[src/rtl/tetris_pkg.sv]
// Shared board geometry and lock-engine state encoding for the tetris datapath.
package tetris_pkg;
    localparam int BOARD_W     = 10;
    localparam int BOARD_H     = 24;
    localparam int HIDDEN_ROWS = 4;
    localparam int COLOUR_W    = 6;
    localparam int ADDR_W      = 8;

    typedef enum logic [2:0] {
        IDLE,
        WRITE,
        SCAN,
        SHIFT_RD,
        SHIFT_WR,
        CLEAR_TOP,
        DONE
    } lock_state_t;
endpackage

[src/rtl/board_addr.sv]
// Row-major board address: y*BOARD_W + x, kept in ADDR_W bits.
module board_addr
    import tetris_pkg::*;
(
    input  logic [ADDR_W-1:0] x,
    input  logic [ADDR_W-1:0] y,
    output logic [ADDR_W-1:0] addr
);
    assign addr = y * ADDR_W'(BOARD_W) + x;
endmodule

[src/rtl/lut.sv]
// Tetromino cell offsets and colour; cell k sits in bits [2k+1:2k].
// The I piece is vertical on odd rotations; other pieces use their spawn orientation.
module lut (
    input  logic [2:0] block,
    input  logic [1:0] rotation,
    output logic [7:0] coord_x,
    output logic [7:0] coord_y,
    output logic [5:0] colour
);
    always_comb begin
        coord_x = 8'd0;
        coord_y = 8'd0;
        colour  = {3'b000, block} + 6'd1;
        case (block)
            3'd0: begin
                if (rotation[0]) begin
                    coord_y = 8'b11_10_01_00;
                end else begin
                    coord_x = 8'b11_10_01_00;
                end
            end
            3'd1: begin coord_x = 8'b01_00_01_00; coord_y = 8'b01_01_00_00; end
            3'd2: begin coord_x = 8'b01_10_01_00; coord_y = 8'b01_00_00_00; end
            3'd3: begin coord_x = 8'b01_00_10_01; coord_y = 8'b01_01_00_00; end
            3'd4: begin coord_x = 8'b10_01_01_00; coord_y = 8'b01_01_00_00; end
            3'd5: begin coord_x = 8'b10_01_00_00; coord_y = 8'b01_01_01_00; end
            3'd6: begin coord_x = 8'b10_01_00_10; coord_y = 8'b01_01_01_00; end
            default: colour = 6'd0;
        endcase
    end
endmodule

[src/rtl/piece_lock.sv]
// Writes a landed piece into board RAM, then clears full rows by shifting the rows above down.
//
// state     | meaning
// IDLE      | waiting for start
// WRITE     | writing piece cell k (4 cycles)
// SCAN      | reading row r, AND-reducing occupancy (BOARD_W+1 cycles)
// SHIFT_RD  | reading cell (s-1,c)
// SHIFT_WR  | writing that value to (s,c)
// CLEAR_TOP | zeroing row 0
// DONE      | complete pulse; start accepted here too
module piece_lock
    import tetris_pkg::*;
(
    input  logic                clk,
    input  logic                resetn,
    input  logic                start,
    input  logic [4:0]          X_anchor,
    input  logic [5:0]          Y_anchor,
    input  logic [2:0]          block,
    input  logic [1:0]          rotation,
    input  logic [COLOUR_W-1:0] ram_Q,
    output logic [ADDR_W-1:0]   ram_addr,
    output logic [COLOUR_W-1:0] ram_data,
    output logic                ram_wren,
    output logic                busy,
    output logic                complete,
    output logic [2:0]          lines_cleared,
    output logic                top_out
);
    localparam logic [3:0] LAST_COL = 4'(BOARD_W - 1);
    localparam logic [3:0] ACC_COL  = 4'(BOARD_W);
    localparam logic [4:0] LAST_ROW = 5'(BOARD_H - 1);

    lock_state_t state_q, state_d;
    logic [4:0]  x_q, x_d;
    logic [5:0]  y_q, y_d;
    logic [2:0]  blk_q, blk_d;
    logic [1:0]  rot_q, rot_d;
    logic [1:0]  k_q, k_d;
    logic [4:0]  row_q, row_d;
    logic [4:0]  shf_q, shf_d;
    logic [3:0]  col_q, col_d;
    logic        full_q, full_d;
    logic [2:0]  lines_q, lines_d;
    logic        top_q, top_d;

    logic [7:0]          coord_x, coord_y;
    logic [COLOUR_W-1:0] colour;
    logic [1:0]          cx, cy;
    logic [7:0]          cell_x, cell_y, ax, ay;
    logic                row_full;

    lut u_lut (
        .block    (blk_q),
        .rotation (rot_q),
        .coord_x  (coord_x),
        .coord_y  (coord_y),
        .colour   (colour)
    );

    board_addr u_board_addr (
        .x    (ax),
        .y    (ay),
        .addr (ram_addr)
    );

    assign cx       = 2'(coord_x >> {k_q, 1'b0});
    assign cy       = 2'(coord_y >> {k_q, 1'b0});
    assign cell_x   = {3'b000, x_q} + {6'b0, cx};
    assign cell_y   = {2'b00, y_q} + {6'b0, cy};
    assign row_full = full_q & (|ram_Q);

    always_comb begin
        ax       = {4'b0, col_q};
        ay       = 8'd0;
        ram_data = '0;
        ram_wren = 1'b0;
        case (state_q)
            WRITE: begin
                ax       = cell_x;
                ay       = cell_y;
                ram_data = colour;
                ram_wren = 1'b1;
            end
            SCAN:      ay = {3'b000, row_q};
            SHIFT_RD:  ay = {3'b000, shf_q} - 8'd1;
            SHIFT_WR: begin
                ay       = {3'b000, shf_q};
                ram_data = ram_Q;
                ram_wren = 1'b1;
            end
            CLEAR_TOP: ram_wren = 1'b1;
            default: ;
        endcase
    end

    always_comb begin
        state_d = state_q;
        x_d     = x_q;
        y_d     = y_q;
        blk_d   = blk_q;
        rot_d   = rot_q;
        k_d     = k_q;
        row_d   = row_q;
        shf_d   = shf_q;
        col_d   = col_q;
        full_d  = full_q;
        lines_d = lines_q;
        top_d   = top_q;
        case (state_q)
            IDLE, DONE: begin
                state_d = IDLE;
                if (start) begin
                    x_d     = X_anchor;
                    y_d     = Y_anchor;
                    blk_d   = block;
                    rot_d   = rotation;
                    k_d     = 2'd0;
                    lines_d = 3'd0;
                    top_d   = 1'b0;
                    state_d = WRITE;
                end
            end
            WRITE: begin
                if (cell_y < 8'(HIDDEN_ROWS)) top_d = 1'b1;
                k_d = k_q + 2'd1;
                if (k_q == 2'd3) begin
                    row_d   = LAST_ROW;
                    col_d   = 4'd0;
                    state_d = SCAN;
                end
            end
            SCAN: begin
                // read data lags the address by one cycle, so column 0 only seeds the accumulator
                full_d = (col_q == 4'd0) ? 1'b1 : row_full;
                col_d  = col_q + 4'd1;
                if (col_q == ACC_COL) begin
                    col_d = 4'd0;
                    if (row_full) begin
                        if (lines_q != 3'd4) lines_d = lines_q + 3'd1;
                        shf_d   = row_q;
                        state_d = (row_q == 5'd0) ? CLEAR_TOP : SHIFT_RD;
                    end else if (row_q == 5'd0) begin
                        state_d = DONE;
                    end else begin
                        row_d = row_q - 5'd1;
                    end
                end
            end
            SHIFT_RD: state_d = SHIFT_WR;
            SHIFT_WR: begin
                state_d = SHIFT_RD;
                col_d   = col_q + 4'd1;
                if (col_q == LAST_COL) begin
                    col_d = 4'd0;
                    if (shf_q == 5'd1) state_d = CLEAR_TOP;
                    else shf_d = shf_q - 5'd1;
                end
            end
            CLEAR_TOP: begin
                col_d = col_q + 4'd1;
                if (col_q == LAST_COL) begin
                    col_d   = 4'd0;
                    state_d = SCAN;
                end
            end
            default: state_d = IDLE;
        endcase
    end

    always_ff @(posedge clk or negedge resetn) begin
        if (!resetn) begin
            state_q <= IDLE;
            x_q     <= '0;
            y_q     <= '0;
            blk_q   <= '0;
            rot_q   <= '0;
            k_q     <= '0;
            row_q   <= '0;
            shf_q   <= '0;
            col_q   <= '0;
            full_q  <= 1'b0;
            lines_q <= '0;
            top_q   <= 1'b0;
        end else begin
            state_q <= state_d;
            x_q     <= x_d;
            y_q     <= y_d;
            blk_q   <= blk_d;
            rot_q   <= rot_d;
            k_q     <= k_d;
            row_q   <= row_d;
            shf_q   <= shf_d;
            col_q   <= col_d;
            full_q  <= full_d;
            lines_q <= lines_d;
            top_q   <= top_d;
        end
    end

    assign busy          = (state_q != IDLE) && (state_q != DONE);
    assign complete      = (state_q == DONE);
    assign lines_cleared = lines_q;
    assign top_out       = top_q;
endmodule
[config.mk]
export PLATFORM = sky130hd
export DESIGN_NAME = piece_lock
export DESIGN_NICKNAME = d
export VERILOG_FILES = /design/src/rtl/tetris_pkg.sv /design/src/rtl/board_addr.sv /design/src/rtl/lut.sv /design/src/rtl/piece_lock.sv
export SDC_FILE = /design/constraint.sdc
export NUM_CORES = 1
export LEC_CHECK = 0
export BUFFER_PORTS_ARGS = -buffer_cell sky130_fd_sc_hd__buf_2
export CAP_MARGIN = 20
export CORE_MARGIN = 10
export CORE_UTILIZATION = 55
export DETAILED_ROUTE_END_ITERATION = 6
export GPL_TIMING_DRIVEN = 0
export PLACE_DENSITY = 0.76
export SLEW_MARGIN = 20
export SYNTH_ARGS = -nofsm -noshare
export SYNTH_HDL_FRONTEND = slang
export SYNTH_SLANG_ARGS = --single-unit
export TNS_END_PERCENT = 1
[constraint.sdc]
create_clock -name clk -period 5.61 [get_ports clk]
set_input_delay 0.2805 -clock clk [delete_from_list [all_inputs] [get_ports clk]]
set_output_delay 0.2805 -clock clk [all_outputs]
set_load 0.02 [all_outputs]
==> flow_metrics.env <==
export IMPL_multiInputGateArea_mm2=0.00215
export IMPL_clock_latency_ns=0.29
export IMPL_hpwl_um=6450
export IMPL_synth_ff_type="dfrtp_1"
export IMPL_timing_fmax_ghz=0.189
export IMPL_fin_setup_tns_ns=0
export IMPL_antenna_left=0
export IMPL_status="finished clean"
export IMPL_netlist_cell_type_count=66
export IMPL_grt_max_degree=40
export IMPL_cts_setup_buffers=0
export IMPL_via_per_inst=5.85
export IMPL_cp_end_kind="output port"
export IMPL_initial_utilization_pct=56.6
export IMPL_htree_levels=2
export IMPL_dieWidth_um=97.8
export IMPL_fin_crit_sh_pct=94.5
export IMPL_relSlewSlack_pct=39.1
export IMPL_first_pass_iters=4
export IMPL_drive_above_1_share_pct=19.5
export IMPL_die_area_mm2=0.00957
export IMPL_cts_tree="built"
export IMPL_critPathLaunchType="flop"
export IMPL_post_route_min_period_ns=5.30
export IMPL_overflow=0
export IMPL_wl_per_cell_um=16.2
export IMPL_area_growth_pct=11.9
export IMPL_worst_r2r_startpoint="blk_q[0]$_DFFE_PN0P_"
export IMPL_crit_fanout=6
export IMPL_grt_setup_unrepaired="false"
export IMPL_timing_rr_end="top_out$_DFFE_PN0P_"
export IMPL_cts_resized=0
export IMPL_root_buffer="clkbuf_8"
export IMPL_arrival_ns=5.02
export IMPL_die_h_um=97.8
export IMPL_min_path_type="in2async"
export IMPL_rows=28
export IMPL_antenna_cells=0
export IMPL_clock_skew_ns=0.00322
export IMPL_ioPinCount=46
export IMPL_place_gp_congestion=0.891
export IMPL_r2r_setup_slack_ns=2.71
export IMPL_syn_area_mm2=0.00333
export IMPL_track_usage_pct=17.3
export IMPL_postLayoutCoreUtil_pct=63.3
export IMPL_io_buffers=44
export IMPL_drtIter0Drc=240
export IMPL_cts_clk_slew_worst_paths_ns=0.08
export IMPL_setup_viol=0
export IMPL_synth_edff_count=0
export IMPL_grt_pass1_vias=3074
export IMPL_fill_cells=505
export IMPL_worst_pin_slew_ns=0.914
export IMPL_grt_antenna_before_repair=0
export IMPL_numCtsBuffers=5
export IMPL_async_reset_ff_share_pct=100
export IMPL_seq_area_um2=977
export IMPL_nets=491
export IMPL_synth_avg_cell_area_um2=8.67
export IMPL_ys_seq_area_share_pct=29.3
export IMPL_hold_viol=0
export IMPL_ys_seq_elements=39
export IMPL_hold_buffers=0
export IMPL_cap_violations=0
export IMPL_cp_data_required_time_ns=5.33
export IMPL_syn_nets=441
export IMPL_numClockSinks=39
export IMPL_finalMaxSlewViolations=0
export IMPL_ys_warn_count=0
export IMPL_cts_path_max_buffers=2
export IMPL_vias=2986
export IMPL_worstRegToRegCells=11
export IMPL_core_mm2=0.00589
export IMPL_critPathKind="reg2out"
export IMPL_routed_wl_um=8280
export IMPL_grt_pass1_wl_um=14300
export IMPL_syn_inst=384
export IMPL_drc=0
sequential cells by signal, summed over array words and instances (netlist names):
| name | cells |
|---|---|
| rot_q | 1 |
| row_q | 5 |
| y_q | 6 |
| top_out | 1 |
| shf_q | 5 |
| x_q | 5 |
| blk_q | 3 |
| full_q | 1 |
| lines_cleared | 3 |
| col_q | 4 |
| state_q | 3 |
| k_q | 2 |
critical path, stage by stage, from the launching register on:
cell and delay [ns]:
dfrtp_1 0.42, inv_1 0.14, ha_2 0.25, nor2_1 0.10, o31a_1 0.23, o21ai_0 0.22, ha_1 0.23, fa_1 0.44
nand2_1 0.07, o21ai_0 0.10, a221o_1 0.31, ha_1 0.30, ha_1 0.19, inv_1 0.07, fa_1 0.48, inv_1 0.05
ha_1 0.30, a21boi_1 0.21, o21ai_1 0.11, xnor3_1 0.34, buf_2 0.17
per-stage QoR:
stage	cell area [um^2]	worst slack [ns]	hold WS (ns)	instances
after floorplan	3330	0.968	-0.0151	384
after global placement	3640	0.519	0.474	503
after detailed placement	3640	0.411	0.460	503
after CTS	3720	0.0490	0.141	511
after global routing	3720	0.0149	0.181	510
final	3720	0.306	0.113	510
worst max path at each step:
stage	startpoint	end	slack, ns	cells after the start
floorplan	blk_q[2]$_DFFE_PN0P_	ram_addr[7]	0.97	19
global placement	blk_q[2]$_DFFE_PN0P_	ram_addr[7]	0.52	20
detailed placement	blk_q[2]$_DFFE_PN0P_	ram_addr[7]	0.41	20
CTS	blk_q[2]$_DFFE_PN0P_	ram_addr[7]	0.05	20
global route	blk_q[0]$_DFFE_PN0P_	ram_addr[7]	0.01	21
finish	blk_q[0]$_DFFE_PN0P_	ram_addr[7]	0.31	20
cell usage in the layout, fill, tap and decap left out, drive strengths merged, types with 4 or more instances in the layout:
cell,n
a31oi,5
o31ai,4
nor3,9
mux2,14
a21o,6
nor2b,5
nand2,36
dfrtp,39
nand3,7
nand2b,7
o22ai,5
a21oi,21
nor2,34
xnor2,11
o21ai,32
buf,56
and3,7
clkbuf,16
fa,4
inv,27
mux2i,4
ha,28
xor2,6
synth_stat cells (3+ instances only):
| cell | n | area, um^2 |
|---|---|---|
| nor2b_1 | 5 | 31.3 |
| nor3_1 | 9 | 45.0 |
| a21o_1 | 6 | 45.0 |
| and3_1 | 7 | 43.8 |
| clkbuf_1 | 10 | 37.5 |
| ha_1 | 28 | 350 |
| a21oi_1 | 21 | 105 |
| mux2i_1 | 4 | 40.0 |
| fa_1 | 4 | 80.1 |
| o22ai_1 | 4 | 25.0 |
| xor2_1 | 6 | 52.6 |
| buf_2 | 9 | 45.0 |
| nand2b_1 | 7 | 43.8 |
| a221o_1 | 3 | 30.0 |
| nand2_1 | 36 | 135 |
| mux2_2 | 14 | 158 |
| nand3_1 | 7 | 35.0 |
| a211o_1 | 3 | 26.3 |
| xnor2_1 | 11 | 96.3 |
| o31ai_1 | 4 | 30.0 |
| inv_1 | 27 | 101 |
| o21ai_0 | 31 | 155 |
| dfrtp_1 | 39 | 976 |
| nor2_1 | 34 | 128 |
| a31oi_1 | 5 | 31.3 |
per-layer routing:
metal / global-route usage, % / vias to the layer above / wire length, um
li1: - / 1474 / -
met1: 21.9 / 1415 / 3780
met2: 28.7 / 83 / 3950
met3: 3.74 / 14 / 392
met4: 5.59 / 0 / 153
met5: 0 / - / 0
area by class of cell:
type                    instances  area share, %
clock inverters                 1          0.134
multi-input cells             296           57.7
inverters                      27           2.72
repair buffers                 44           5.91
clock buffers                   7           2.05
plain buffers                  21           2.72
well taps                      75           2.52
flip-flops and latches         39           26.2
logic make-up (layout without fill, tap and decap cells):
logic type	Yosys count	count (layout)	share of synthesized area, %
AOI/OAI and AO/OA	107	107	21.6
xor gates and xnor gates	18	18	5.15
adders and majority gates	32	32	12.9
buffers and inverters	49	100	6.20
DFF	39	39	29.3
muxes	18	18	5.94
and+or+nand+nor	121	121	18.8
Power is left out: the tool's default activity adds up to more than one toggle a clock period on the data nets, which glitch-free logic cannot reach.
